===== src/rtl/mips_stage_sequencer_if.sv =====
// Handshake bundle between the multicycle sequencer and the surrounding datapath blocks.
// The sequencer connects through the slave modport and its environment through the master modport.
interface mips_stage_sequencer_if #(
    parameter int CNT_W = 32
);
    logic             start;
    logic             halt_req;
    logic             jflag;
    logic             br_taken;
    logic [1:0]       mem_op;
    logic             wb_req;
    logic             mem_ready;
    logic             if_en;
    logic             id_en;
    logic             ex_en;
    logic             mem_en;
    logic             wb_en;
    logic             pc_we;
    logic [1:0]       pc_sel;
    logic             busy;
    logic             mem_err;
    logic [CNT_W-1:0] retired;

    modport slave (
        input  start, halt_req, jflag, br_taken, mem_op, wb_req, mem_ready,
        output if_en, id_en, ex_en, mem_en, wb_en, pc_we, pc_sel, busy, mem_err, retired
    );

    modport master (
        output start, halt_req, jflag, br_taken, mem_op, wb_req, mem_ready,
        input  if_en, id_en, ex_en, mem_en, wb_en, pc_we, pc_sel, busy, mem_err, retired
    );
endinterface


===== src/rtl/mips_stage_sequencer.sv =====
// Multicycle MIPS control FSM: steps fetch/decode/execute/memory/writeback, picks the next-PC
// source, counts retired instructions and traps data-memory timeouts.
module mips_stage_sequencer #(
    parameter int MEM_TIMEOUT = 15,
    parameter int CNT_W       = 32
) (
    input  logic                  clk,
    input  logic                  rst,
    mips_stage_sequencer_if.slave bus
);
    typedef enum logic [2:0] {
        S_IDLE,
        S_FETCH,
        S_DECODE,
        S_EXECUTE,
        S_MEMORY,
        S_WRITEBACK,
        S_ERROR
    } state_t;

    state_t           r_state;
    state_t           w_next;
    logic             r_jmp_q;
    logic             r_br_q;
    logic             r_wbr_q;
    logic [1:0]       r_mop_q;
    logic             r_halt_pend;
    logic [7:0]       r_wait;
    logic             r_if_en;
    logic             r_id_en;
    logic             r_ex_en;
    logic             r_mem_en;
    logic             r_wb_en;
    logic             r_pc_we;
    logic [1:0]       r_pc_sel;
    logic             r_busy;
    logic             r_mem_err;
    logic [CNT_W-1:0] r_retired;

    logic w_mop_mem;
    logic w_busy_state;
    logic w_br_next;
    logic w_mem_timeout;

    assign w_mop_mem     = (r_mop_q == 2'b01) || (r_mop_q == 2'b10);
    assign w_busy_state  = (r_state != S_IDLE) && (r_state != S_ERROR);
    assign w_mem_timeout = (r_wait == 8'(MEM_TIMEOUT - 1));
    // The branch flag is being latched on the same edge that enters WRITEBACK from EXECUTE.
    assign w_br_next     = (r_state == S_EXECUTE) ? bus.br_taken : r_br_q;

    always_comb begin
        w_next = r_state;
        case (r_state)
            S_IDLE:      if (bus.start) w_next = S_FETCH;
            S_FETCH:     w_next = S_DECODE;
            S_DECODE:    w_next = S_EXECUTE;
            S_EXECUTE:   w_next = w_mop_mem ? S_MEMORY : S_WRITEBACK;
            S_MEMORY: begin
                if (bus.mem_ready)  w_next = S_WRITEBACK;
                else if (w_mem_timeout) w_next = S_ERROR;
            end
            S_WRITEBACK: w_next = (r_halt_pend || bus.halt_req) ? S_IDLE : S_FETCH;
            S_ERROR:     w_next = S_ERROR;
            default:     w_next = S_IDLE;
        endcase
    end

    always_ff @(posedge clk or posedge rst) begin
        if (rst) begin
            r_state     <= S_IDLE;
            r_jmp_q     <= 1'b0;
            r_br_q      <= 1'b0;
            r_wbr_q     <= 1'b0;
            r_mop_q     <= 2'b00;
            r_halt_pend <= 1'b0;
            r_wait      <= 8'd0;
            r_if_en     <= 1'b0;
            r_id_en     <= 1'b0;
            r_ex_en     <= 1'b0;
            r_mem_en    <= 1'b0;
            r_wb_en     <= 1'b0;
            r_pc_we     <= 1'b0;
            r_pc_sel    <= 2'b00;
            r_busy      <= 1'b0;
            r_mem_err   <= 1'b0;
            r_retired   <= '0;
        end else begin
            r_state <= w_next;

            if (r_state == S_DECODE) begin
                r_jmp_q <= bus.jflag;
                r_mop_q <= bus.mem_op;
                r_wbr_q <= bus.wb_req;
            end
            if (r_state == S_EXECUTE) r_br_q <= bus.br_taken;

            r_wait <= (r_state == S_MEMORY) ? r_wait + 8'd1 : 8'd0;

            if (r_state == S_WRITEBACK) r_retired <= r_retired + CNT_W'(1);

            if (r_state == S_WRITEBACK && w_next == S_IDLE) r_halt_pend <= 1'b0;
            else if (bus.halt_req && w_busy_state)          r_halt_pend <= 1'b1;

            // Outputs are registered from the state being entered, so they are a Moore decode.
            r_if_en   <= (w_next == S_FETCH);
            r_id_en   <= (w_next == S_DECODE);
            r_ex_en   <= (w_next == S_EXECUTE);
            r_mem_en  <= (w_next == S_MEMORY);
            r_pc_we   <= (w_next == S_WRITEBACK);
            r_wb_en   <= (w_next == S_WRITEBACK) && r_wbr_q && (r_mop_q != 2'b10);
            r_pc_sel  <= (w_next != S_WRITEBACK) ? 2'b00 :
                         r_jmp_q                  ? 2'b01 :
                         w_br_next                ? 2'b10 : 2'b00;
            r_busy    <= (w_next != S_IDLE) && (w_next != S_ERROR);
            r_mem_err <= (w_next == S_ERROR);
        end
    end

    assign bus.if_en   = r_if_en;
    assign bus.id_en   = r_id_en;
    assign bus.ex_en   = r_ex_en;
    assign bus.mem_en  = r_mem_en;
    assign bus.wb_en   = r_wb_en;
    assign bus.pc_we   = r_pc_we;
    assign bus.pc_sel  = r_pc_sel;
    assign bus.busy    = r_busy;
    assign bus.mem_err = r_mem_err;
    assign bus.retired = r_retired;
endmodule


===== src/flat_wrapper.sv =====
// flat-port wrapper written by rule: the top's interface ports become plain ports
module mips_stage_sequencer_flat 
#(
    parameter int MEM_TIMEOUT = 15,
    parameter int CNT_W       = 32
)
  (clk, rst, bus_start, bus_halt_req, bus_jflag, bus_br_taken, bus_mem_op, bus_wb_req, bus_mem_ready, bus_if_en, bus_id_en, bus_ex_en, bus_mem_en, bus_wb_en, bus_pc_we, bus_pc_sel, bus_busy, bus_mem_err, bus_retired);
  mips_stage_sequencer_if #(.CNT_W(CNT_W)) bus_i ();
  input  logic clk;
  input  logic rst;
  input wire logic [$bits(bus_i.start)-1:0] bus_start;
  input wire logic [$bits(bus_i.halt_req)-1:0] bus_halt_req;
  input wire logic [$bits(bus_i.jflag)-1:0] bus_jflag;
  input wire logic [$bits(bus_i.br_taken)-1:0] bus_br_taken;
  input wire logic [$bits(bus_i.mem_op)-1:0] bus_mem_op;
  input wire logic [$bits(bus_i.wb_req)-1:0] bus_wb_req;
  input wire logic [$bits(bus_i.mem_ready)-1:0] bus_mem_ready;
  output wire logic [$bits(bus_i.if_en)-1:0] bus_if_en;
  output wire logic [$bits(bus_i.id_en)-1:0] bus_id_en;
  output wire logic [$bits(bus_i.ex_en)-1:0] bus_ex_en;
  output wire logic [$bits(bus_i.mem_en)-1:0] bus_mem_en;
  output wire logic [$bits(bus_i.wb_en)-1:0] bus_wb_en;
  output wire logic [$bits(bus_i.pc_we)-1:0] bus_pc_we;
  output wire logic [$bits(bus_i.pc_sel)-1:0] bus_pc_sel;
  output wire logic [$bits(bus_i.busy)-1:0] bus_busy;
  output wire logic [$bits(bus_i.mem_err)-1:0] bus_mem_err;
  output wire logic [$bits(bus_i.retired)-1:0] bus_retired;
  assign bus_i.start = bus_start;
  assign bus_i.halt_req = bus_halt_req;
  assign bus_i.jflag = bus_jflag;
  assign bus_i.br_taken = bus_br_taken;
  assign bus_i.mem_op = bus_mem_op;
  assign bus_i.wb_req = bus_wb_req;
  assign bus_i.mem_ready = bus_mem_ready;
  assign bus_if_en = bus_i.if_en;
  assign bus_id_en = bus_i.id_en;
  assign bus_ex_en = bus_i.ex_en;
  assign bus_mem_en = bus_i.mem_en;
  assign bus_wb_en = bus_i.wb_en;
  assign bus_pc_we = bus_i.pc_we;
  assign bus_pc_sel = bus_i.pc_sel;
  assign bus_busy = bus_i.busy;
  assign bus_mem_err = bus_i.mem_err;
  assign bus_retired = bus_i.retired;
  mips_stage_sequencer #(.MEM_TIMEOUT(MEM_TIMEOUT), .CNT_W(CNT_W)) u_core (.clk(clk), .rst(rst), .bus(bus_i));
endmodule

===== config.mk =====
export PLATFORM = sky130hd
export DESIGN_NAME = mips_stage_sequencer_flat
export DESIGN_NICKNAME = d
export VERILOG_FILES = /design/src/rtl/mips_stage_sequencer_if.sv /design/src/rtl/mips_stage_sequencer.sv /design/src/flat_wrapper.sv
export SDC_FILE = /design/constraint.sdc
export NUM_CORES = 1
export LEC_CHECK = 0
export BUFFER_PORTS_ARGS = -buffer_cell sky130_fd_sc_hd__buf_2
export CAP_MARGIN = 25
export CORE_MARGIN = 2
export CORE_UTILIZATION = 40
export CTS_CLUSTER_SIZE = 12
export DETAILED_ROUTE_END_ITERATION = 16
export PLACE_DENSITY = 0.61
export SYNTH_ARGS = -nofsm -noshare
export SYNTH_HDL_FRONTEND = slang
export SYNTH_SLANG_ARGS = --single-unit

===== constraint.sdc =====
create_clock -name clk -period 1.9 [get_ports clk]
set_input_delay 0.095 -clock clk [delete_from_list [all_inputs] [get_ports clk]]
set_output_delay 0.095 -clock clk [all_outputs]
set_load 0.005 [all_outputs]

==> results.json, run 1 <==
{
  "status": "completed",
  "fin_ws_ps": 192,
  "period_minus_slack_ps": 1710,
  "ant_nets": 0,
  "slew_viol_final": 0,
  "worstPathRequired_ps": 2110,
  "post_synth_main_area_contributors": "dfrtp_1, xnor2_1, xor2_1",
  "relSlewSlack_pct": 60.4,
  "gp_congestion": 0.752,
  "ctsHoldBuffers": 6,
  "wl_mm": 5.28,
  "drtIter0Drc": 65,
  "post_cts_buffers": 0,
  "htreeDepth": 3,
  "ys_seq_area_share_pct": 55.2,
  "worst_ep_arrival_time_ps": 1910,
  "diodes": 0,
  "yosys_register_bits": 59,
  "dp_slack_ps": 173,
  "clock-sinks": 59,
  "path_cells": "ha_1 > nand4b_1 > buf_4 > nor4_1 > buf_4 > nand4_1 > xnor2_1",
  "synthFlopType": "dfrtp_1",
  "pwr-share-comb_pct": 24.6,
  "yosysTopAreaCell": "dfrtp_1",
  "core_area_mm2": 0.00642,
  "post-dp-hpwl_mm": 3.75,
  "cp-end-kind": "flop",
  "tritoncts": "yes",
  "cts_resized": 0,
  "rows": 29,
  "grt_max_degree": 34,
  "clkPwrFrac_pct": 30.5,
  "grt_remaining_overflow": 0,
  "path_clk_slew_ps": 70,
  "synth_cell_type_count": 43,
  "critical_path.most_common_cell": "buf_4",
  "netlist_area_mm2": 0.00268,
  "switching_power_uw": 1000,
  "slowest_stage": "dfrtp_1",
  "tns_ps": 0,
  "critPathMaxFanout": 4,
  "grt_pass1_wl_mm": 8.97,
  "ir_worst_vdd_mv": 0.700,
  "numCtsBuffers": 9,
  "hold_class": "in -> reg",
  "ys_warn_count": 0,
  "synth_most_common_cell": "dfrtp_1",
  "wl_per_cell_um": 13.6,
  "syn-instance-count": 233,
  "pin_count": 52,
  "switching_share_pct": 28.4,
  "drc": 0,
  "n_fill_cell": 601,
  "io_buffers": 51,
  "fmax_mhz": 585,
  "cts.path.max_buffers": 2,
  "startpoint_type": "flop",
  "drtPass1Iterations": 6,
  "synth_edf_count": 0,
  "antenna_found_initial": 0,
  "vias": 1958,
  "die_y_um": 85.8,
  "maxCapViolCount": 0,
  "syn-num-nets": 247,
  "synth_top_area_share_pct": 55.2,
  "synth_common_cells": "dfrtp_1, xnor2_1, nor2_1, xor2_1",
  "powerDensity_mw_per_mm2": 1060,
  "critPathMaxStageDelay_ps": 350,
  "final.setup_skew_ps": 7.62,
  "fin_nets": 321,
  "syn_area_per_cell_um2": 11.5,
  "clk_latency_ps": 330,
  "ys_async_sr_fraction_pct": 100,
  "vias_per_cell": 5.06,
  "root_buffer": "clkbuf_8",
  "rsz0062_at_grt": "false",
  "grtUsageTotal_pct": 15.7,
  "worst_slew_pin_slew_ps": 594,
  "fin_crit_sh_pct": 89.9,
  "crit_type": "reg -> reg",
  "die-area_mm2": 0.00736,
  "start_util_pct": 41.7,
  "final_layout_size_suffix_gt1_share_pct": 31.3,
  "power.internal_uw": 2520,
  "power.leakage_uw": 0.00169,
  "hold_viol_final": 0,
  "die_x_um": 85.8,
  "setup_violations": 0,
  "layout-area-overhead-vs-synth_pct": 24.3,
  "grt_pass1_vias": 1926,
  "seqPwrFrac_pct": 44.9
}
==> cell families (layout without fill, tap and decap cells) <==
group,after synthesis,in the layout,share of synthesized area (%)
and+or+nand+nor,94,94,21.8
DFF,59,59,55.2
xor gates and xnor gates,35,35,11.5
buffers and inverters,19,96,3.69
AOI/OAI and AO/OA,17,17,3.88
muxes,5,5,2.10
adders and majority gates,4,4,1.87
==> critical path: cells and delay by family (launching register included) <==
kind / cells / cell delay, ps
buffers and inverters: 2 / 360
adder cells (fa/ha/maj): 1 / 140
XOR/XNOR: 1 / 150
flip-flops: 1 / 350
AND/OR/NAND/NOR: 3 / 560
==> state kept, by name, indices dropped and copies added, names as in the netlist, 2 cells and up <==
name and cells:
u_core.bus.retired 32, u_core.r_wait 8, u_core.r_state 3, u_core.bus.pc_sel 2, u_core.r_mop_q 2
==> area by class of cell <==
cell class | instances | area (um^2) | share of cell area, %
clock inverter | 3 | 40.0 | 1.20
clock buffer | 11 | 141 | 4.25
tap | 77 | 96.3 | 2.90
sequential | 59 | 1480 | 44.4
timing repair buffer | 70 | 425 | 12.8
inverter | 12 | 45.0 | 1.35
multi-input combinational | 155 | 1100 | 33.1
==> path summary, 6_finish.rpt <==
| kind | from | end | slack, ps | depth (start not counted) |
|---|---|---|---|---|
| worst max-delay path | u_core.bus.retired[0] | u_core.bus.retired[26] | 190 | 7 |
| worst min-delay path | bus_halt_req | u_core.r_halt_pend | 50 | 3 |
| worst max register to register | u_core.bus.retired[0] | u_core.bus.retired[26] | 190 | 7 |
| worst min register to register | u_core.r_jmp_q | u_core.bus.pc_sel[1] | 450 | 1 |
| max in group asynchronous | rst | u_core.bus.retired[2] | 940 | 4 |
| min in group asynchronous | rst | u_core.bus.retired[25] | 380 | 3 |
==> cell usage in the layout (no fill, tap or decap), types with 2 or more instances in the layout <==
cell type       n
xnor2_1        20
dlygate4sd3_1   6
nor2b_1         2
nand2_1        12
clkinv_2        2
and4_1          3
and3_1          4
nor3_2          5
nand2b_1        2
mux2_2          5
ha_1            4
buf_4          12
inv_1          11
a21oi_1         6
nor3b_1         2
nand4_1        11
nand4b_1        2
nand3_1        12
clkbuf_8       10
or2_2           2
or3_1           4
nor2_1         15
o21ai_0         6
dfrtp_1        59
nor3_1          6
buf_2          51
xor2_1         15
==> metal layers <==
| layer | GRT usage, % | share of wire (%) | vias up |
|---|---|---|---|
| li1 | - | - | 947 |
| met2 | 25.8 | 49 | 44 |
| met5 | 0 | 0 | - |
| met1 | 19.6 | 45 | 959 |
| met4 | 4.76 | 1.1 | 0 |
| met3 | 5.68 | 4.9 | 8 |
==> power groups by stage <==
stage	Sequential (uW)	Combinational (uW)	Clock, uW
after floorplan	1610	554	0
after global placement	1600	855	0
after detailed placement	1600	871	0
after CTS	1580	884	1110
after global routing	1610	981	1170
final	1580	867	1080
==> stage by stage <==
stage,std cells,hold WS [ps],total power [uW],area [um^2],utilization (%)
finish,387,53.7,3520,3330,51.8
global route,387,86.9,3750,3330,51.8
detailed placement,367,198,2480,3080,48.0
floorplan,233,212,2160,2680,-
global placement,367,203,2450,3080,48.0
CTS,387,45.1,3580,3330,51.8
(Power assumes the default switching activity.)
==> run 2, diff against run 1 <==
Settings changed: ABC_AREA set to 1, PLACE_DENSITY 0.61 to 0.6.
==> run 2 against run 1 <==
Design area is 15% higher. Wire length is 41% higher. Sequential cell count stayed put. First-iteration DRC count grew to 2.8 times the previous value. Fmax is 4.1% higher. Worst setup slack better by 67 ps. Via count is 42% higher. Core utilization is 2.2 points lower. Sequential power is 6% higher. Area after synthesis is 19% higher. Clock skew is 2.6 ps higher. Non-clock buffer count is 11 lower. Critical endpoint unchanged. Largest cell class unchanged. Highest routed layer unchanged.
==> results.json, run 2 <==
{
  "yosysTopAreaCell": "dfrtp_1",
  "fin_nets": 500,
  "synth_top_area_share_pct": 46.4,
  "drtIter0Drc": 179,
  "netlist_area_mm2": 0.00318,
  "final_layout_size_suffix_gt1_share_pct": 19.1,
  "hold_viol_final": 0,
  "post_cts_buffers": 0,
  "core_area_mm2": 0.00773,
  "synth_most_common_cell": "nand2_1",
  "grt_remaining_overflow": 0,
  "syn-instance-count": 420,
  "vias": 2785,
  "wl_per_cell_um": 12.6,
  "dpl-instance-area_mm2": 0.00357,
  "hold_class": "in -> reg",
  "fmax_mhz": 609,
  "crit_type": "reg -> reg",
  "numCtsBuffers": 9,
  "relSlewSlack_pct": 72.0,
  "worst_ep_arrival_time_ps": 1930,
  "design_power_total_uw": 3890,
  "power.leakage_uw": 0.00191,
  "vias_per_cell": 4.70,
  "cts_resized": 0,
  "io_buffers": 51,
  "start_util_pct": 41.1,
  "hold_ws_ps": 32.8,
  "grt_pass1_wl_mm": 13.0,
  "rows": 32,
  "post_synth_main_area_contributors": "dfrtp_1, nand2_1, inv_1",
  "ys_warn_count": 0,
  "cp-end-kind": "flop",
  "gp_congestion": 0.828,
  "status": "completed",
  "syn_area_per_cell_um2": 7.57,
  "clk_latency_ps": 340,
  "path_clk_slew_ps": 70,
  "ctsHoldBuffers": 5,
  "yosys_register_bits": 59,
  "synth_edf_count": 0,
  "cts.path.max_buffers": 2,
  "drc": 0,
  "slew_viol_final": 0,
  "pin_count": 52,
  "tritoncts": "yes",
  "critPathMaxFanout": 6,
  "drtPass1Iterations": 4,
  "grt_max_degree": 42,
  "setup_violations": 0,
  "synth_cell_type_count": 27,
  "root_buffer": "clkbuf_8",
  "largest_reg_flops": 32,
  "tns_ps": 0,
  "fin_crit_sh_pct": 86.4,
  "clock-sinks": 59,
  "ys_seq_area_share_pct": 46.4,
  "syn-num-nets": 434,
  "htreeDepth": 3,
  "worstPathRequired_ps": 2190,
  "startpoint_type": "flop",
  "ys_async_sr_fraction_pct": 100,
  "maxCapViolCount": 0,
  "grt_pass1_vias": 2718,
  "final.setup_skew_ps": 10.2,
  "wl_mm": 7.47,
  "die_x_um": 93.2,
  "post-dp-hpwl_mm": 5.73,
  "stdcell_area_mm2": 0.00383,
  "layout_common_cells": "nand2_1, dfrtp_1, inv_1, nor2_1, buf_2",
  "worst_slew_pin_slew_ps": 420,
  "powerDensity_mw_per_mm2": 1010,
  "synthFlopType": "dfrtp_1",
  "rsz0062_at_grt": "false",
  "layout-area-overhead-vs-synth_pct": 20.5,
  "final_common_cell": "nand2_1",
  "die_y_um": 93.2,
  "ir_worst_vdd_mv": 0.472,
  "die-area_mm2": 0.00868,
  "antenna_found_initial": 0,
  "diodes": 0,
  "grtUsageTotal_pct": 19.4,
  "final_util_pct": 49.6,
  "synth_common_cells": "nand2_1, dfrtp_1, inv_1, nor2_1, nand3_1",
  "ant_nets": 0,
  "period_minus_slack_ps": 1640
}
run 2: cell count changes in the layout (fill, tap and decap cells not counted), sizes merged, moves of 8 or more:
cell,before,now
nand2,12,140
nor2,15,66
inv,12,59
nand3,12,26
xnor2,20,9
buf,64,54
xor2,15,7
run 2: critical path, stage by stage (launching register included):
cell and delay (ps):
dfrtp_1 430, ha_1 240, nand3_1 130, nor2_1 230, nand4_2 210, nor2_1 190
nand3_1 80, nand2_1 70
run 2: worst paths after layout:
path / startpoint / end / slack [ps] / cells after the start
setup reg to reg: u_core.bus.retired[1] / u_core.bus.retired[26] / 260 / 7
min in group asynchronous: rst / u_core.bus.pc_sel[1] / 290 / 3
setup / recovery: u_core.bus.retired[1] / u_core.bus.retired[26] / 260 / 7
hold / removal: bus_br_taken / u_core.r_br_q / 30 / 3
max in group asynchronous: rst / u_core.bus.retired[14] / 1050 / 4
hold reg to reg: u_core.r_jmp_q / u_core.bus.pc_sel[1] / 440 / 1
run 2: metal layers:
layer / vias to the layer above / GRT usage [%] / share of wire, %
li1: 1437 / - / -
met1: 1287 / 28.0 / 51
met2: 52 / 28.8 / 44
met3: 9 / 2.82 / 3.4
met4: 0 / 9.19 / 1.4
met5: - / 0 / 0
run 2: cell families after synthesis:
kind of cell | count (synthesis) | synth area share [%]
AND/OR/NAND/NOR | 260 | 36.6
buffers and inverters | 63 | 7.87
flip-flops | 59 | 46.4
AO/OA/AOI/OAI | 18 | 3.15
XOR/XNOR | 16 | 4.41
adder cells (fa/ha/maj) | 4 | 1.57
run 2: through the flow:
step | setup WS [ps] | cells
2_1_floorplan | 349 | 420
3_3_place_gp | 317 | 572
3_5_place_dp | 259 | 572
4_1_cts | 250 | 593
5_1_grt | 126 | 593
6_report | 259 | 593
run 2: final cells by class:
cell class | count | area (um^2)
multi-input combinational | 298 | 1450
clock inverter | 3 | 45.0
tap | 102 | 128
sequential | 59 | 1480
timing repair buffer | 59 | 340
clock buffer | 13 | 169
inverter | 59 | 221
fill | 784 | 3890
run 2: power by group:
group	internal [uW]	switching, uW	total, uW	leakage, uW
Clock	714	505	1220	0.000102
Sequential	1480	188	1670	0.000791
Combinational	357	644	1000	0.00102
Total	2550	1340	3890	0.00191
